<file path="src/rtl/spi_byte_engine_if.sv">
// CPU-side bus bundle for the SPI byte engine: 6309 strobe, R/W, address and data.
interface spi_byte_engine_if;
  logic        nE;
  logic        RW;
  logic [15:0] A;
  logic [7:0]  D_in;
  logic [7:0]  D_out;
  logic        D_oe;

  modport master (output nE, RW, A, D_in, input D_out, D_oe);
  modport slave  (input nE, RW, A, D_in, output D_out, D_oe);
endinterface

</file>
<file path="src/rtl/spi_byte_engine.sv">
// Mode-0 SPI master: a CPU write to DATA shifts one byte out MSB first and
// captures the simultaneous MISO byte for readback; STATUS holds busy/ovr/fast.
module spi_byte_engine #(
  parameter logic [15:0] BASE_ADDR = 16'hFE32,
  parameter int unsigned DIV_FAST  = 4,
  parameter int unsigned DIV_SLOW  = 60
) (
  input  logic               MHZ48,
  input  logic               nRES,
  spi_byte_engine_if.slave   bus,
  input  logic               MISO,
  output logic               sclk,
  output logic               mosi,
  output logic               busy
);

  localparam logic [15:0] STATUS_ADDR = BASE_ADDR + 16'd1;

  typedef enum logic [1:0] {ST_IDLE, ST_LOW, ST_HIGH} state_t;

  state_t      state_q, state_d;
  logic [15:0] hc_q, hc_d;
  logic [3:0]  bitcnt_q, bitcnt_d;
  logic [7:0]  shift_q, shift_d;
  logic [7:0]  rx_q, rx_d;
  logic        fast_q, fast_d;
  logic        ovr_q, ovr_d;
  logic        sclk_q, sclk_d;
  logic        mosi_q, mosi_d;
  logic        busy_q, busy_d;
  logic        ne_prev_q, ne_prev_d;
  logic [15:0] a_q, a_d;
  logic        rw_q, rw_d;
  logic [7:0]  din_q, din_d;

  logic        strobe;
  logic        data_wr;
  logic        status_wr;
  logic        status_rd;
  logic        done;
  logic [15:0] div_m1;

  always_comb begin
    state_d   = state_q;
    hc_d      = hc_q;
    bitcnt_d  = bitcnt_q;
    shift_d   = shift_q;
    rx_d      = rx_q;
    fast_d    = fast_q;
    ovr_d     = ovr_q;
    sclk_d    = sclk_q;
    mosi_d    = mosi_q;
    busy_d    = busy_q;
    ne_prev_d = bus.nE;
    a_d       = a_q;
    rw_d      = rw_q;
    din_d     = din_q;
    done      = 1'b0;

    if (!bus.nE) begin
      a_d   = bus.A;
      rw_d  = bus.RW;
      din_d = bus.D_in;
    end

    // One strobe per bus cycle: the first edge after nE returns high.
    strobe    = bus.nE & ~ne_prev_q;
    data_wr   = strobe & ~rw_q & (a_q == BASE_ADDR);
    status_wr = strobe & ~rw_q & (a_q == STATUS_ADDR);
    status_rd = strobe &  rw_q & (a_q == STATUS_ADDR);
    div_m1    = fast_q ? 16'(DIV_FAST - 1) : 16'(DIV_SLOW - 1);

    if (status_wr) fast_d = din_q[0];
    if (status_rd) ovr_d = 1'b0;

    unique case (state_q)
      ST_IDLE: begin
        sclk_d = 1'b0;
      end
      ST_LOW: begin
        if (hc_q == '0) begin
          sclk_d   = 1'b1;
          shift_d  = {shift_q[6:0], MISO};
          bitcnt_d = bitcnt_q + 4'd1;
          hc_d     = div_m1;
          state_d  = ST_HIGH;
        end else begin
          hc_d = hc_q - 16'd1;
        end
      end
      ST_HIGH: begin
        if (hc_q == '0) begin
          sclk_d = 1'b0;
          if (bitcnt_q == 4'd8) begin
            rx_d    = shift_q;
            busy_d  = 1'b0;
            mosi_d  = 1'b1;
            state_d = ST_IDLE;
            done    = 1'b1;
          end else begin
            mosi_d  = shift_q[7];
            hc_d    = div_m1;
            state_d = ST_LOW;
          end
        end else begin
          hc_d = hc_q - 16'd1;
        end
      end
      default: state_d = ST_IDLE;
    endcase

    // A write landing on the finishing edge starts the next byte with no idle gap;
    // the overrun set is applied after the read-clear so it wins a collision.
    if (data_wr) begin
      if ((state_q == ST_IDLE) || done) begin
        shift_d  = din_q;
        mosi_d   = din_q[7];
        busy_d   = 1'b1;
        bitcnt_d = '0;
        hc_d     = div_m1;
        state_d  = ST_LOW;
      end else begin
        ovr_d = 1'b1;
      end
    end
  end

  always_ff @(posedge MHZ48) begin
    if (!nRES) begin
      state_q   <= ST_IDLE;
      hc_q      <= '0;
      bitcnt_q  <= '0;
      shift_q   <= '0;
      rx_q      <= '1;
      fast_q    <= 1'b0;
      ovr_q     <= 1'b0;
      sclk_q    <= 1'b0;
      mosi_q    <= 1'b1;
      busy_q    <= 1'b0;
      ne_prev_q <= 1'b1;
      a_q       <= '0;
      rw_q      <= 1'b1;
      din_q     <= '0;
    end else begin
      state_q   <= state_d;
      hc_q      <= hc_d;
      bitcnt_q  <= bitcnt_d;
      shift_q   <= shift_d;
      rx_q      <= rx_d;
      fast_q    <= fast_d;
      ovr_q     <= ovr_d;
      sclk_q    <= sclk_d;
      mosi_q    <= mosi_d;
      busy_q    <= busy_d;
      ne_prev_q <= ne_prev_d;
      a_q       <= a_d;
      rw_q      <= rw_d;
      din_q     <= din_d;
    end
  end

  assign sclk = sclk_q;
  assign mosi = mosi_q;
  assign busy = busy_q;

  always_comb begin
    bus.D_oe  = ~bus.nE & bus.RW & ((bus.A == BASE_ADDR) | (bus.A == STATUS_ADDR));
    bus.D_out = (bus.A == STATUS_ADDR) ? {busy_q, 5'b0, ovr_q, fast_q} : rx_q;
  end

endmodule

</file>
<file path="src/flat_wrapper.sv">
// flat-port wrapper written by rule: the top's interface ports become plain ports
module spi_byte_engine_flat 
#(
  parameter logic [15:0] BASE_ADDR = 16'hFE32,
  parameter int unsigned DIV_FAST  = 4,
  parameter int unsigned DIV_SLOW  = 60
)
  (MHZ48, nRES, MISO, sclk, mosi, busy, bus_nE, bus_RW, bus_A, bus_D_in, bus_D_out, bus_D_oe);
  spi_byte_engine_if bus_i ();
  input  logic MHZ48;
  input  logic nRES;
  input  logic MISO;
  output logic sclk;
  output logic mosi;
  output logic busy;
  input wire logic [$bits(bus_i.nE)-1:0] bus_nE;
  input wire logic [$bits(bus_i.RW)-1:0] bus_RW;
  input wire logic [$bits(bus_i.A)-1:0] bus_A;
  input wire logic [$bits(bus_i.D_in)-1:0] bus_D_in;
  output wire logic [$bits(bus_i.D_out)-1:0] bus_D_out;
  output wire logic [$bits(bus_i.D_oe)-1:0] bus_D_oe;
  assign bus_i.nE = bus_nE;
  assign bus_i.RW = bus_RW;
  assign bus_i.A = bus_A;
  assign bus_i.D_in = bus_D_in;
  assign bus_D_out = bus_i.D_out;
  assign bus_D_oe = bus_i.D_oe;
  spi_byte_engine #(.BASE_ADDR(BASE_ADDR), .DIV_FAST(DIV_FAST), .DIV_SLOW(DIV_SLOW)) u_core (.MHZ48(MHZ48), .nRES(nRES), .bus(bus_i), .MISO(MISO), .sclk(sclk), .mosi(mosi), .busy(busy));
endmodule
</file>
<file path="config.mk">
export PLATFORM = sky130hd
export DESIGN_NAME = spi_byte_engine_flat
export DESIGN_NICKNAME = d
export VERILOG_FILES = /design/src/rtl/spi_byte_engine_if.sv /design/src/rtl/spi_byte_engine.sv /design/src/flat_wrapper.sv
export SDC_FILE = /design/constraint.sdc
export NUM_CORES = 1
export LEC_CHECK = 0
export CAP_MARGIN = 0
export CELL_PAD_IN_SITES_DETAIL_PLACEMENT = 1
export CELL_PAD_IN_SITES_GLOBAL_PLACEMENT = 2
export CORE_UTILIZATION = 34
export CTS_CLUSTER_SIZE = 24
export DETAILED_ROUTE_END_ITERATION = 7
export MAX_ROUTING_LAYER = met4
export PLACE_DENSITY = 0.9
export SETUP_SLACK_MARGIN = 0.4
export SLEW_MARGIN = 20
export SYNTH_ARGS = -nofsm -noshare
export SYNTH_HDL_FRONTEND = slang
export SYNTH_SLANG_ARGS = --single-unit
export TNS_END_PERCENT = 1
</file>
<file path="constraint.sdc">
create_clock -name MHZ48 -period 2.19 [get_ports MHZ48]
set_input_delay 0.219 -clock MHZ48 [delete_from_list [all_inputs] [get_ports MHZ48]]
set_output_delay 0.219 -clock MHZ48 [all_outputs]
set_load 0.01 [all_outputs]
</file>
Yosys cells after proc, flatten, opt, wreduce, memory -nomap -nowiden
Cells that the tools add are included.
{"block": "classes", "n_reduce_logical": 6, "muxes": 41, "eq_ne": 9, "bitwise_logic": 12, "addsub": 2}
{"cell": "two-way mux 16 bit", "count": 5}
{"cell": "== test 16 bit (second input constant)", "count": 4}
{"cell": "two-way mux 8 bit", "count": 5}
{"cell": "one-hot mux 16 bit (2 select lines)", "count": 1}
{"cell": "two-way mux 1 bit", "count": 19}
{"cell": "zero test 16 bit", "count": 1}
{"cell": "two-way mux 4 bit", "count": 4}
{"cell": "subtractor 16 x 1 -> 16 bit (second input constant)", "count": 1}
{"cell": "AND 1 bit", "count": 8}
{"cell": "two-way mux 2 bit", "count": 4}
{"cell": "two-way mux 6 bit", "count": 1}
{"cell": "one-hot mux 2 bit (3 select lines)", "count": 1}
{"cell": "AND reduction 3 bit", "count": 2}
{"cell": "adder 4 x 1 -> 4 bit (second input constant)", "count": 1}
{"cell": "== test 4 bit (second input constant)", "count": 1}
{"cell": "!= test 2 x 1 -> 1 bit (second input constant)", "count": 2}
{"cell": "NOT 1 bit", "count": 3}
{"cell": "one-hot mux 1 bit (3 select lines)", "count": 1}
{"cell": "nonzero test 3 bit", "count": 1}
{"cell": "== test 2 x 1 -> 1 bit (second input constant)", "count": 1}
{"cell": "== test 2 bit (second input constant)", "count": 1}
{"cell": "zero test 2 bit", "count": 1}
{"cell": "logical OR 1 bit", "count": 1}
{"cell": "bitwise OR 1 bit", "count": 1}
{"block": "word_totals", "regBits": 69, "wordCells": 84, "inputBits": 29}

Longest topological paths before layout
Gate-level depths: netlist of the first run.
{"block": "logic_depth", "depth_word": 7, "mapped_depth": 9, "depth_no_buf": 7}

Worst setup path after synthesis of the first run
OpenSTA, ideal clock, no wires.
{"block": "synth_path", "path_type": "register -> register", "start": "reg u_core.hc_q[0]", "end": "reg u_core.shift_q[0]", "setup_slack_ns": 0.197, "n_path_buf": 2, "arrival_time_ns": 1.876, "path_stages_with_launch": 10, "t_required_ns": 2.073, "cell_sequence": "dfxtp_1 -> inv_1 -> ha_1 -> nor4b_1 -> and4_1 -> buf_6 -> a31oi_4 -> o21ai_4 -> buf_4 -> o2bb2ai_1"}
{"block": "synth_via", "elab_chain_len": 6}
{"element": "from (decl)", "line": "spi_byte_engine.sv:22", "source": "logic [15:0] hc_q, hc_d;"}
{"element": "from (signal assigned)", "line": "spi_byte_engine.sv:131", "source": "hc_q <= '0;"}
{"element": "from (signal assigned)", "line": "spi_byte_engine.sv:146", "source": "hc_q <= hc_d;"}
{"element": "zero test 16 bit *", "line": "spi_byte_engine.sv:81, spi_byte_engine.sv:92"}
{"element": "two-way mux 1 bit", "line": "spi_byte_engine.sv:92", "source": "if (hc_q == '0) begin"}
{"element": "two-way mux 1 bit", "line": "spi_byte_engine.sv:76", "source": "unique case (state_q)"}
{"element": "logical OR 1 bit", "line": "spi_byte_engine.sv:115", "source": "if ((state_q == ST_IDLE) || done) begin"}
{"element": "two-way mux 8 bit", "line": "spi_byte_engine.sv:115"}
{"element": "two-way mux 8 bit *", "line": "spi_byte_engine.sv:114", "source": "if (data_wr) begin"}
{"element": "to (signal assigned)", "line": "spi_byte_engine.sv:148", "source": "shift_q <= shift_d;"}
{"element": "to (decl)", "line": "spi_byte_engine.sv:24", "source": "logic [7:0] shift_q, shift_d;"}
Every way passes the cells marked *; elsewhere a longest branch is shown, timed or not.
A chain may end at the register's enable or synchronous reset.

Worst setup path in the final report of the first run
{"block": "layout_path", "start": "in bus_A[3]", "end": "out bus_D_out[7]"}
{"block": "layout_via", "elab_chain_len": 2}
{"element": "from (decl)", "line": "flat_wrapper.sv:18", "source": "input wire logic [$bits(bus_i.A)-1:0] bus_A;"}
{"element": "== test 16 bit", "line": "spi_byte_engine.sv:168", "source": "bus.D_out = (bus.A == STATUS_ADDR) ? {busy_q, 5'b0, ovr_q, fast_q} : rx_q;"}
{"element": "two-way mux 8 bit", "line": "spi_byte_engine.sv:168"}
{"element": "to (decl)", "line": "flat_wrapper.sv:20", "source": "output wire logic [$bits(bus_i.D_out)-1:0] bus_D_out;"}
No other way between the ends.

==> results of run 1 <==
-- metal layers --
metal | GRT usage (%) | part of all wire (%)
met3 | 3.90 | 2.5
met1 | 24.4 | 45
met2 | 35.6 | 51
met4 | 7.80 | 1.1
met5 | - | 0
-- what timing repair did --
item	in CTS	in global routing
endpoints found under the setup margin	50	50
pin swaps	4	5
setup buffers	0	5
resized for setup	67	8
-- power by group --
group	total, mW	internal [mW]	leakage [nW]	switching (mW)
logic	1.85	0.824	1.24	1.03
registers	1.41	1.33	0.562	0.0719
clock network	1.32	0.765	0.124	0.553
-- layout make-up --
class / count / share of cell area (%)
clock buffers: 9 / 2.72
clock inverters: 7 / 2.66
inverters: 10 / 0.852
multi-input cells: 283 / 43.6
flip-flops and latches: 69 / 30.3
well taps: 133 / 3.65
repair buffers: 86 / 16.2
-- worst max-delay path, cell delays in order --
cell	delay (ns)
buf_6	0.09
or4b_4	0.54
nor4_4	0.17
buf_4	0.16
nand2_2	0.05
buf_6	0.14
mux2_4	0.30
buf_6	0.12
-- flip-flops by register name, summed over array words and instances, names as in the netlist, 2 cells and up --
| signal | count |
|---|---|
| u_core.a_q | 16 |
| u_core.hc_q | 16 |
| u_core.din_q | 8 |
| u_core.rx_q | 8 |
| u_core.shift_q | 8 |
| u_core.bitcnt_q | 4 |
| u_core.state_q | 2 |
-- through the flow --
| stage | cells | util (%) |
|---|---|---|
| final | 597 | 46.6 |
| after detailed placement | 576 | 43.2 |
| after global placement | 576 | 43.2 |
| after CTS | 592 | 45.9 |
| after global routing | 597 | 46.6 |
| after floorplan | 383 | - |
-- path summary, 6_finish.rpt --
| path | start | endpoint | slack, ns |
|---|---|---|---|
| worst max register to register | u_core.hc_q[0] | u_core.hc_q[4] | 0.23 |
| worst min register to register | u_core.rx_q[4] | u_core.rx_q[4] | 0.47 |
| worst max-delay path | bus_A[3] | bus_D_out[7] | 0.17 |
| worst min-delay path | bus_A[3] | u_core.a_q[3] | 0.12 |
-- cell usage after synthesis, types with 3 or more instances --
master	count
a21oi_1	19
a22oi_1	3
and2_1	6
and3_1	3
buf_1	3
buf_2	6
clkbuf_1	8
dfxtp_1	69
ha_1	8
inv_1	8
mux2_2	6
mux2i_1	36
nand2_1	32
nand3_1	24
nand4_1	6
nand4b_1	6
nor2_1	47
nor3_1	6
nor4_1	8
o211ai_1	4
o21ai_0	13
o2bb2ai_1	7
o32ai_1	3
or2_2	3
or3_1	3
-- kinds of logic (layout without fill, tap and decap cells) --
logic type / after synthesis / after routing / synth area share, %
compound gates: 69 / 69 / 14.1
xor+xnor: 3 / 3 / 0.770
fa+ha+maj: 8 / 8 / 2.93
buf+inv: 31 / 112 / 4.29
flops: 69 / 69 / 40.5
mux: 42 / 42 / 12.5
simple gates: 161 / 161 / 24.9
==> metrics.yaml, run 1 <==
start_util_pct: 34.9
yosys_most_used_dff: "dfxtp_1"
tightest_slew_ns: 0.538
finClkSkew_ns: 0.0113
layout_setup_ws_ns: 0.169
period_needed_ns: 2.02
fp.dieH_microns: 102
synthCells: 383
vias_per_cell: 5.25
drt_wl_total_mm: 9.71
finalMaxSlewViolations: 0
die_area_sq_um: 10400
tritoncts: "built"
finalCritPeriodShare_pct: 92.3
numCtsBuffers: 9
gp_congestion: 0.818
rows: 36
relSlewSlack_pct: 64.0
grt_first_pass_wirelength_mm: 16.1
vdd.ir_drop.worst_mv: 0.418
syn_nets: 420
final-hold-violation-count: 0
num_antenna_cells: 0
status: "finished clean"
whs_ns: 0.124
dp_hpwl_mm: 7.04
cp_max_fo: 8
crit_arrival_ns: 1.80
synth_edf_count: 0
htree_num_levels: 3
cts_root_buf: "clkbuf_8"
async_flop_share_pct: 0
drt_iter0_markers: 79
clock-sinks: 69
synth_top_area_share_pct: 40.5
rr_worst_depth: 7
ctsHoldBuffers: 0
path_class: "in2out"
total_power_mw: 4.57
fin_nets: 496
ant_nets: 0
dieWidth_microns: 102
regArea_sq_um: 1380
io_buffers: 40
first_global_vias: 3237
grt_usage_pct: 20.9
multiInputGateArea_sq_um: 1990
place_area_sq_um: 4220
hp-class: "in2reg"
required_ns: 1.97
min_path_cells: 3
final_common_cell: "dfxtp_1"
syn_avg_cell_area_sq_um: 8.92
drtPass1Iterations: 4
rsz0062_at_grt: "true"
core-area_sq_um: 9770
yosysSeqAreaShare_pct: 40.5
antenna_found_initial: 0
end_kind: "primary output"
clock_latency_ns: 0.36
overflow: 0
io_pins: 41
finalSetupViolCount: 0
ys_ff_latch: 69
clockBufferDepth: 2
setup_tns_ns: 0
postLayoutCellArea_sq_um: 4550
wl_per_cell_microns: 16.3
worstSetupStartpointType: "input pin"
pre_cts_ws_ns: -0.664
n_fill_cell: 1156
powerDensity_nw_per_um2: 1000
drive_gt1_share_pct: 22.4
synth.cell_area_sq_um: 3410
num_vias: 3135
path_clk_slew_ns: 0.08
synth_area_leaders: "dfxtp_1 (40%), mux2i_1 (11%), nor2_1 (5.2%)"
layout_common_cells: "dfxtp_1 (69), nor2_1 (46), buf_4 (43)"
yosys.cell_types.count: 60
grt_max_degree: 18
area_growth_pct: 33.4
yosys_warnings: 0
leakage_nw: 1.93
max_freq_mhz: 495
drc: 0
synth_top_cell_by_area: "dfxtp_1"
cap_violations: 0
Note: power is estimated with default switching activity, not from simulation.
==> run 2, diff against run 1 <==
PLACE_DENSITY = 0.79   (was 0.9)
==> metrics.yaml, run 2 (synthesized netlist as in run 1, its figures left out) <==
relSlewSlack_pct: 60.3  # -3.7 points
num_antenna_cells: 0  # unchanged
io_pins: 41  # unchanged
finalMaxSlewViolations: 0  # unchanged
fp.dieH_microns: 102  # unchanged
finClkSkew_ns: 0.0144  # +0.00317 ns
drtPass1Iterations: 4  # unchanged
dr_wl_met3_microns: 214  # -13%
m1WireLength_mm: 4.56  # +3.8%
ant_nets: 0  # unchanged
max_freq_mhz: 502  # +1.5%
tritoncts: "built"
io_buffers: 40  # unchanged
num_vias: 3136  # +0.032%
clockBufferDepth: 2  # unchanged
area_growth_pct: 33.6
finalCritPeriodShare_pct: 90.9  # -1.4 points
end_kind: "flip-flop"
overflow: 0  # unchanged
dieWidth_microns: 102  # unchanged
numCtsBuffers: 9  # unchanged
rsz0062_at_grt: "true"
period_needed_ns: 1.99  # -0.0303 ns
final-hold-violation-count: 0  # unchanged
gp_congestion: 0.763  # -6.7%
top_regs: "u_core.a_q (16), u_core.hc_q (16)"
cts_root_buf: "clkbuf_8"
leakage_nw: 1.93  # about the same
path_class: "reg2reg"
met2_length_mm: 4.79  # -3.7%
worstSetupStartpointType: "flip-flop"
required_ns: 2.42  # +0.45 ns
hp-class: "in2reg"
drive_gt1_share_pct: 23.8  # +1.4 points
final_common_cell: "dfxtp_1"
drc: 0  # unchanged
place_area_sq_um: 4250  # +0.71%
setup_tns_ns: 0  # unchanged
grt_max_degree: 22  # +4
drt_wl_total_mm: 9.64  # -0.68%
ctsHoldBuffers: 0  # unchanged
cp_max_fo: 5  # -3
grt_usage_pct: 20.7  # -0.26 points
grt_first_pass_wirelength_mm: 16.2  # +0.17%
postLayoutCellArea_sq_um: 4560  # +0.14%
powerDensity_nw_per_um2: 935  # -7.0%
antenna_found_initial: 0  # unchanged
rows: 36  # unchanged
finalSetupViolCount: 0  # unchanged
fin_nets: 502  # +1.2%
drt_iter0_markers: 60  # -24%
layout_common_cells: "dfxtp_1 (67), buf_4 (48), nor2_1 (45)"
vias_per_cell: 5.20  # -0.96%
vdd.ir_drop.worst_mv: 0.424  # +1.6%
htree_num_levels: 3  # unchanged
die_area_sq_um: 10400  # unchanged
status: "finished clean"
core-area_sq_um: 9770  # unchanged
clock-sinks: 69  # unchanged
dp_hpwl_mm: 7.03  # about the same
clock_latency_ns: 0.35  # about the same
crit_arrival_ns: 2.23  # +0.43 ns
highest_layer: "met4"
path_clk_slew_ns: 0.09  # about the same
wl_per_cell_microns: 16.0  # -1.7%
first_global_vias: 3286  # +1.5%
start_util_pct: 34.9  # unchanged
cap_violations: 0  # unchanged
rrSetupSlack_ns: 0.20  # -0.03 ns
tightest_slew_ns: 0.593  # +0.0551 ns
total_power_mw: 4.26  # -6.8%
==> run 2: changes by cell type in the layout (fill, tap and decap cells not counted), sizes merged <==
cell	delta
bufinv	-3
inv	+2
dlygate4sd2	+1
clkinv	-1
buf	+5
clkinvlp	+2
==> run 2: critical path, stage by stage (launching register included) <==
cell and delay, ns:
dfxtp_1 0.33, and4bb_2 0.30, nand3_1 0.10, or4_4 0.58
o21ai_4 0.32, buf_4 0.21, a21oi_1 0.05
==> run 2: path summary, 6_finish.rpt <==
| check | depth (start not counted) | to | startpoint |
|---|---|---|---|
| setup reg to reg | 6 | u_core.hc_q[2] | u_core.a_q[2] |
| hold / removal | 3 | u_core.a_q[7] | bus_A[7] |
| setup / recovery | 6 | u_core.hc_q[2] | u_core.a_q[2] |
| hold reg to reg | 1 | u_core.shift_q[1] | u_core.din_q[1] |
==> run 2: what timing repair did <==
| action | in CTS | in global routing |
|---|---|---|
| gates resized for setup | 72 | 6 |
| pin swaps | 8 | 1 |
| endpoints found under the setup margin | 50 | 52 |
| gates cloned | 1 | 0 |
| endpoints found under the hold margin | 0 | 0 |
| setup buffers | 5 | 1 |
==> run 2: per-stage QoR <==
step	utilization (%)	worst slack [ns]	hold WS, ns	std cells
global placement	43.5	-0.776	0.448	580
finish	46.7	0.199	0.134	603
detailed placement	43.5	-0.811	0.452	580
CTS	46.3	0.225	0.123	602
global route	46.7	0.129	0.140	603
floorplan	-	0.370	0.344	383
==> run 2: power breakdown <==
group	switching (mW)	total (mW)	internal, mW
clock network	0.576	1.01	0.437
registers	0.0756	1.41	1.34
logic	0.995	1.84	0.843
==> run 2: per-layer routing <==
metal  vias up  GRT usage, %
li1       1557             -
met1      1536          25.3
met2        37          35.3
met3         6          2.60
met4         0          6.48
met5         -             -
==> run 2: cell type report <==
| type | count | area (sq um) |
|---|---|---|
| inverter | 10 | 38.8 |
| clock inverter | 7 | 63.8 |
| multi-input combinational | 283 | 2010 |
| tap | 133 | 166 |
| timing repair buffer | 92 | 776 |
| fill | 1169 | 5210 |
| sequential | 69 | 1380 |
| clock buffer | 9 | 124 |
